[src/rtl/io_port_buffer_pkg.sv]
// Shared word/FIFO sizing and register-file index constants for the I/O port buffer.
package io_port_buffer_pkg;

  localparam int WORD_WIDTH = 16;
  localparam int FIFO_DEPTH = 4;

  localparam logic [3:0] REG_ZERO   = 4'd0;
  localparam logic [3:0] REG_ISZERO = 4'd3;
  localparam logic [3:0] REG_IN     = 4'd13;
  localparam logic [3:0] REG_OUT    = 4'd14;
  localparam logic [3:0] REG_ACC    = 4'd15;

  function automatic int fifo_count_width(input int depth);
    return $clog2(depth) + 1;
  endfunction

endpackage

[src/rtl/io_port_buffer_sync_fifo.sv]
// Single-clock FIFO with guarded push/pop and a zeroed head when empty.
module sync_fifo
  import io_port_buffer_pkg::*;
#(
  parameter int WIDTH = WORD_WIDTH,
  parameter int DEPTH = FIFO_DEPTH
) (
  input  logic             clock,
  input  logic             reset,
  input  logic             push,
  input  logic             pop,
  input  logic [WIDTH-1:0] wdata,
  output logic [WIDTH-1:0] rdata,
  output logic             full,
  output logic             empty
);

  localparam int PW = $clog2(DEPTH);
  localparam int CW = fifo_count_width(DEPTH);

  logic [PW-1:0]    wr_ptr_q, wr_ptr_d;
  logic [PW-1:0]    rd_ptr_q, rd_ptr_d;
  logic [CW-1:0]    count_q, count_d;
  logic [WIDTH-1:0] mem_q [DEPTH];
  logic             do_push, do_pop;

  assign full    = (count_q == CW'(DEPTH));
  assign empty   = (count_q == {CW{1'b0}});
  // Flags are taken pre-edge: a pop never frees room for a same-cycle push when full.
  assign do_push = push && !full;
  assign do_pop  = pop && !empty;
  assign rdata   = empty ? {WIDTH{1'b0}} : mem_q[rd_ptr_q];

  always_comb begin
    wr_ptr_d = wr_ptr_q;
    rd_ptr_d = rd_ptr_q;
    count_d  = count_q;
    if (do_push) begin
      wr_ptr_d = wr_ptr_q + PW'(1);
    end else begin
      wr_ptr_d = wr_ptr_q;
    end
    if (do_pop) begin
      rd_ptr_d = rd_ptr_q + PW'(1);
    end else begin
      rd_ptr_d = rd_ptr_q;
    end
    case ({do_push, do_pop})
      2'b10:   count_d = count_q + CW'(1);
      2'b01:   count_d = count_q - CW'(1);
      default: count_d = count_q;
    endcase
  end

  always_ff @(posedge clock or posedge reset) begin
    if (reset) begin
      wr_ptr_q <= {PW{1'b0}};
      rd_ptr_q <= {PW{1'b0}};
      count_q  <= {CW{1'b0}};
    end else begin
      wr_ptr_q <= wr_ptr_d;
      rd_ptr_q <= rd_ptr_d;
      count_q  <= count_d;
    end
  end

  always_ff @(posedge clock) begin
    if (do_push) begin
      mem_q[wr_ptr_q] <= wdata;
    end
  end

endmodule

[src/rtl/io_port_buffer.sv]
// I/O port buffer: external input FIFO feeding R13 writes, and R14 captures draining to an external consumer.
module io_port_buffer
  import io_port_buffer_pkg::*;
#(
  parameter int WIDTH = WORD_WIDTH,
  parameter int DEPTH = FIFO_DEPTH
) (
  input  logic             clock,
  input  logic             reset,
  input  logic             ext_in_valid,
  input  logic [WIDTH-1:0] ext_in_data,
  output logic             ext_in_ready,
  input  logic             in_pop,
  output logic [WIDTH-1:0] in_data,
  output logic             in_data_write,
  output logic             in_empty,
  input  logic             out_push,
  input  logic [WIDTH-1:0] out_data,
  output logic             out_full,
  output logic             out_overflow,
  output logic             ext_out_valid,
  output logic [WIDTH-1:0] ext_out_data,
  input  logic             ext_out_ready
);

  logic             in_full;
  logic [WIDTH-1:0] in_head;
  logic             out_empty;
  logic [WIDTH-1:0] in_data_q, in_data_d;
  logic             in_write_q, in_write_d;
  logic             overflow_q, overflow_d;

  sync_fifo #(.WIDTH(WIDTH), .DEPTH(DEPTH)) u_in_fifo (
    .clock (clock),
    .reset (reset),
    .push  (ext_in_valid),
    .pop   (in_pop),
    .wdata (ext_in_data),
    .rdata (in_head),
    .full  (in_full),
    .empty (in_empty)
  );

  sync_fifo #(.WIDTH(WIDTH), .DEPTH(DEPTH)) u_out_fifo (
    .clock (clock),
    .reset (reset),
    .push  (out_push),
    .pop   (ext_out_ready),
    .wdata (out_data),
    .rdata (ext_out_data),
    .full  (out_full),
    .empty (out_empty)
  );

  assign ext_in_ready  = !in_full;
  assign ext_out_valid = !out_empty;
  assign in_data       = in_data_q;
  assign in_data_write = in_write_q;
  assign out_overflow  = overflow_q;

  always_comb begin
    in_data_d  = in_data_q;
    in_write_d = in_pop && !in_empty;
    if (in_write_d) begin
      in_data_d = in_head;
    end else begin
      in_data_d = in_data_q;
    end
    // Sticky until reset: any push refused because the output FIFO was full.
    if (out_push && out_full) begin
      overflow_d = 1'b1;
    end else begin
      overflow_d = overflow_q;
    end
  end

  always_ff @(posedge clock or posedge reset) begin
    if (reset) begin
      in_data_q  <= {WIDTH{1'b0}};
      in_write_q <= 1'b0;
      overflow_q <= 1'b0;
    end else begin
      in_data_q  <= in_data_d;
      in_write_q <= in_write_d;
      overflow_q <= overflow_d;
    end
  end

endmodule

[config.mk]
export PLATFORM = sky130hd
export DESIGN_NAME = io_port_buffer
export DESIGN_NICKNAME = d
export VERILOG_FILES = /design/src/rtl/io_port_buffer_pkg.sv /design/src/rtl/io_port_buffer_sync_fifo.sv /design/src/rtl/io_port_buffer.sv
export SDC_FILE = /design/constraint.sdc
export NUM_CORES = 1
export LEC_CHECK = 0
export ABC_AREA = 1
export BUFFER_PORTS_ARGS = -buffer_cell sky130_fd_sc_hd__clkbuf_2
export CAP_MARGIN = 20
export CORE_MARGIN = 1.5
export CORE_UTILIZATION = 63
export DETAILED_ROUTE_END_ITERATION = 8
export PLACE_DENSITY = 0.95
export SLEW_MARGIN = 10
export SYNTH_ARGS = -nofsm -noshare
export SYNTH_HDL_FRONTEND = slang
export SYNTH_HIERARCHICAL = 1
export SYNTH_SLANG_ARGS = --single-unit
[constraint.sdc]
create_clock -name clock -period 3.6 [get_ports clock]
set_input_delay 0.72 -clock clock [delete_from_list [all_inputs] [get_ports clock]]
set_output_delay 0.72 -clock clock [all_outputs]
set_load 0.05 [all_outputs]
==> run_summary.xml <==
<?xml version="1.0" encoding="UTF-8"?>
<metrics>
  <group name="yosys">
    <metric name="synthesis.nets" unit="">749</metric>
    <metric name="synth.yosys.seq_area_share" unit="%">65.24</metric>
    <metric name="netlist_cell_types" unit="">21</metric>
    <metric name="syn_area_per_cell" unit="um^2">10.19</metric>
    <metric name="synthesis.instances" unit="">699</metric>
    <metric name="yosys_register_bits" unit="">160</metric>
    <metric name="mappedNetlistArea" unit="um^2">7119</metric>
    <metric name="synth.yosys.warnings" unit="">6</metric>
  </group>
  <group name="die">
    <metric name="initial_utilization" unit="%">65.10</metric>
    <metric name="core_footprint" unit="um^2">10940</metric>
    <metric name="die-width" unit="um">109.3</metric>
    <metric name="die_span_y" unit="um">109.3</metric>
    <metric name="io_pins" unit="">76</metric>
    <metric name="num_rows" unit="">38</metric>
    <metric name="design.die.area" unit="um^2">11950</metric>
  </group>
  <group name="sta">
    <metric name="worst_clock_skew" unit="ns">0.01486</metric>
    <metric name="setup-violations-final" unit="">0</metric>
    <metric name="worst_slew_pin_tran" unit="ns">0.7614</metric>
    <metric name="headroom_to_the_max_slew_limit" unit="%">49.24</metric>
    <metric name="timing_hold_violations_final" unit="">0</metric>
    <metric name="grt_setup_unrepaired" unit="">no</metric>
    <metric name="final_critical_path_required_period" unit="ns">2.945</metric>
    <metric name="max_clock_freq" unit="GHz">0.3395</metric>
    <metric name="report.final.slew_viol_count" unit="">0</metric>
    <metric name="period_share" unit="%">81.81</metric>
    <metric name="fin_hold_ws" unit="ns">0.2468</metric>
    <metric name="final.setup.tns" unit="ns">0</metric>
  </group>
  <group name="clock_tree">
    <metric name="cts.root.buffer_cell" unit="">sky130_fd_sc_hd__clkbuf_16</metric>
    <metric name="cts_hold_repair.buffers" unit="">0</metric>
    <metric name="ctsLongestPathBuffers" unit="">2</metric>
    <metric name="cts.clk_slew.worst_paths" unit="ns">0.06</metric>
    <metric name="post-cts-setup-buffers" unit="">0</metric>
    <metric name="cts_tree" unit="">done</metric>
    <metric name="cts.sink_count" unit="">160</metric>
    <metric name="cts-htree-levels" unit="">4</metric>
    <metric name="post_cts_resized" unit="">0</metric>
    <metric name="clk_latency" unit="ns">0.42</metric>
    <metric name="cts_made_buffers" unit="">17</metric>
  </group>
  <group name="critical_path">
    <metric name="critical_path.cell_chain" unit="">inv_4 &gt; nand2_1 &gt; nand3_1 &gt; a21oi_1 &gt; clkbuf_2</metric>
    <metric name="critPathRequiredTime" unit="ns">2.88</metric>
    <metric name="cpPeakStageDelay" unit="ns">0.80</metric>
    <metric name="arrival_worst_endpoint" unit="ns">2.23</metric>
    <metric name="slowest_stage" unit="">sky130_fd_sc_hd__dfrtp_1</metric>
    <metric name="critical_path.max_fanout" unit="">33</metric>
    <metric name="worst_path_dominant_cell_family" unit="">flip-flops</metric>
    <metric name="setup.worst_path.end_class" unit="">output port</metric>
    <metric name="crit_path_start_kind" unit="">flip-flop</metric>
    <metric name="cp_num_buf_inv" unit="">2</metric>
    <metric name="worstSetupPathType" unit="">reg2out</metric>
  </group>
  <group name="finish">
    <metric name="final_common_cell" unit="">sky130_fd_sc_hd__nand2_1</metric>
    <metric name="multi_input_area" unit="um^2">1618</metric>
    <metric name="layout.area.seq" unit="um^2">4644</metric>
    <metric name="synthToLayoutAreaGrowth" unit="%">14.64</metric>
    <metric name="final_cell_mix" unit="">sky130_fd_sc_hd__nand2_1 (188), sky130_fd_sc_hd__inv_1 (158), sky130_fd_sc_hd__edfxtp_1 (128)</metric>
    <metric name="fraction_of_final_layout_cells_sized_beyond_drive_strength_1" unit="%">16.08</metric>
    <metric name="finish.net_count" unit="">828</metric>
    <metric name="antenna-diode-count" unit="">0</metric>
    <metric name="n_fill_cell" unit="">696</metric>
  </group>
  <group name="routing">
    <metric name="route.vias.total" unit="">4870</metric>
    <metric name="firstDrtPassIters" unit="">4</metric>
    <metric name="routedWlPerCell" unit="um">14.96</metric>
    <metric name="route.antenna.remaining_nets" unit="">0</metric>
    <metric name="wirelength" unit="um">13910</metric>
    <metric name="drc_errors" unit="">0</metric>
    <metric name="detailedRoute.firstIterationViolations" unit="">420</metric>
    <metric name="route.detailed.vias_per_inst" unit="">5.237</metric>
  </group>
  <group name="grt">
    <metric name="antenna_found_initial" unit="">0</metric>
    <metric name="global_route.overflow_total" unit="">0</metric>
    <metric name="grt_start_max_net_pins" unit="">36</metric>
    <metric name="globalRouteTotalUtil" unit="%">25.16</metric>
    <metric name="first_global_vias" unit="">4704</metric>
    <metric name="grt_first_pass_wirelength" unit="um">22110</metric>
  </group>
  <group name="placement">
    <metric name="detailed_placement_hpwl" unit="um">9095</metric>
    <metric name="globalplace.congestion" unit="">0.7744</metric>
    <metric name="port_buffers" unit="">75</metric>
  </group>
  <group name="power">
    <metric name="power_per_cell_area" unit="nW/um^2">953.6</metric>
    <metric name="ir_drop" unit="mV">0.8689</metric>
    <metric name="static-leakage-power" unit="nW">3.938</metric>
  </group>
  <group name="outcome">
    <metric name="outcome" unit="">finished clean</metric>
  </group>
  <group name="flow_run">
    <metric name="timing.max_cap.violations" unit="">0</metric>
  </group>
  <group name="hold_path">
    <metric name="hp-class" unit="">in2async</metric>
  </group>
</metrics>
[routing by layer]
layer  part of all wire [%]  track usage [%]  vias up
li1                       -                -     2351
met1                     39            29.54     2322
met2                     54            45.54      176
met3                    6.0            5.928       21
met4                    1.5            8.442        0
met5                      0                0        -
[cell usage after synthesis]
library cell | number | area [um^2]
sky130_fd_sc_hd__dfrtp_1 | 32 | 800.8
sky130_fd_sc_hd__nand3_2 | 2 | 20.02
sky130_fd_sc_hd__nor2_1 | 8 | 30.03
sky130_fd_sc_hd__nand3_1 | 90 | 450.4
sky130_fd_sc_hd__nand2_1 | 188 | 705.7
sky130_fd_sc_hd__clkinv_2 | 2 | 10.01
sky130_fd_sc_hd__o21ai_0 | 4 | 20.02
sky130_fd_sc_hd__inv_2 | 6 | 22.52
sky130_fd_sc_hd__xnor2_1 | 4 | 35.03
sky130_fd_sc_hd__buf_2 | 11 | 55.05
sky130_fd_sc_hd__a21o_1 | 1 | 7.510
sky130_fd_sc_hd__fa_1 | 2 | 40.04
sky130_fd_sc_hd__a21oi_1 | 32 | 160.2
sky130_fd_sc_hd__ha_1 | 10 | 125.1
sky130_fd_sc_hd__nand4_1 | 2 | 12.51
sky130_fd_sc_hd__nand2_4 | 1 | 11.26
sky130_fd_sc_hd__inv_1 | 158 | 593.1
sky130_fd_sc_hd__buf_6 | 12 | 135.1
sky130_fd_sc_hd__buf_4 | 3 | 22.52
sky130_fd_sc_hd__inv_4 | 3 | 18.77
sky130_fd_sc_hd__edfxtp_1 | 128 | 3844
[logic make-up after synthesis]
| family | count (synthesis) | synth area share, % |
|---|---|---|
| AO/OA/AOI/OAI | 37 | 2.636 |
| XOR/XNOR | 4 | 0.4920 |
| adder cells (fa/ha/maj) | 12 | 2.320 |
| buffers and inverters | 195 | 12.04 |
| flip-flops | 160 | 65.24 |
| AND/OR/NAND/NOR | 291 | 17.28 |
[sequential cells by signal, indices dropped and copies added, names as in the netlist]
register,cells
u_out_fifo/mem_q,64
in_data,16
u_in_fifo/count_q,3
u_out_fifo/rd_ptr_q,2
in_data_write,1
u_in_fifo/rd_ptr_q,2
u_in_fifo/wr_ptr_q,2
out_overflow,1
u_out_fifo/wr_ptr_q,2
u_in_fifo/mem_q,64
u_out_fifo/count_q,3
[area by class of cell]
type	count	share of cell area, %
clock buffers	18	5.258
clock inverters	13	2.361
inverters	169	7.895
multi-input cells	344	19.82
flip-flops and latches	160	56.91
well taps	140	2.146
repair buffers	86	5.611
[path summary, 6_finish.rpt]
kind / start / to / slack [ns] / depth (start not counted)
worst max-delay path: u_out_fifo/rd_ptr_q[0] / ext_out_data[3] / 0.65 / 5
worst min-delay path: reset / u_in_fifo/rd_ptr_q[1] / 0.25 / 2
worst max register to register: u_in_fifo/count_q[0] / u_in_fifo/count_q[2] / 1.61 / 10
worst min register to register: out_overflow / out_overflow / 0.46 / 1
max in group asynchronous: reset / in_data[15] / 2.75 / 2
min in group clock: out_overflow / out_overflow / 0.46 / 1
[through the flow]
stage | setup slack, ns | cells | utilization [%] | power [W] | area [um^2]
after global placement | 1.177 | 899 | 68.95 | 0.005771 | 7540
final | 0.6548 | 930 | 74.63 | 0.007783 | 8162
after global routing | 0.4584 | 930 | 74.63 | 0.008250 | 8162
after CTS | 0.6484 | 930 | 74.63 | 0.007805 | 8162
after detailed placement | 1.122 | 899 | 68.95 | 0.005895 | 7540
after floorplan | 1.310 | 699 | - | 0.005252 | 7119
[power by group]
group	internal, W	switching [W]
clock	0.00122	0.000658
combinational	0.000797	0.00237
sequential	0.00249	0.000254
[worst register-to-register path, stage by stage, from the launching register on]
cell,delay [ns]
sky130_fd_sc_hd__dfrtp_1,0.41
sky130_fd_sc_hd__inv_2,0.10
sky130_fd_sc_hd__nand3_1,0.14
sky130_fd_sc_hd__nand2_1,0.24
sky130_fd_sc_hd__ha_1,0.21
sky130_fd_sc_hd__inv_1,0.07
sky130_fd_sc_hd__fa_1,0.39
sky130_fd_sc_hd__nand2_1,0.11
sky130_fd_sc_hd__nand3_1,0.09
sky130_fd_sc_hd__nand2_1,0.07
sky130_fd_sc_hd__nand2_1,0.05
Note: power is estimated with default switching activity, not from simulation.
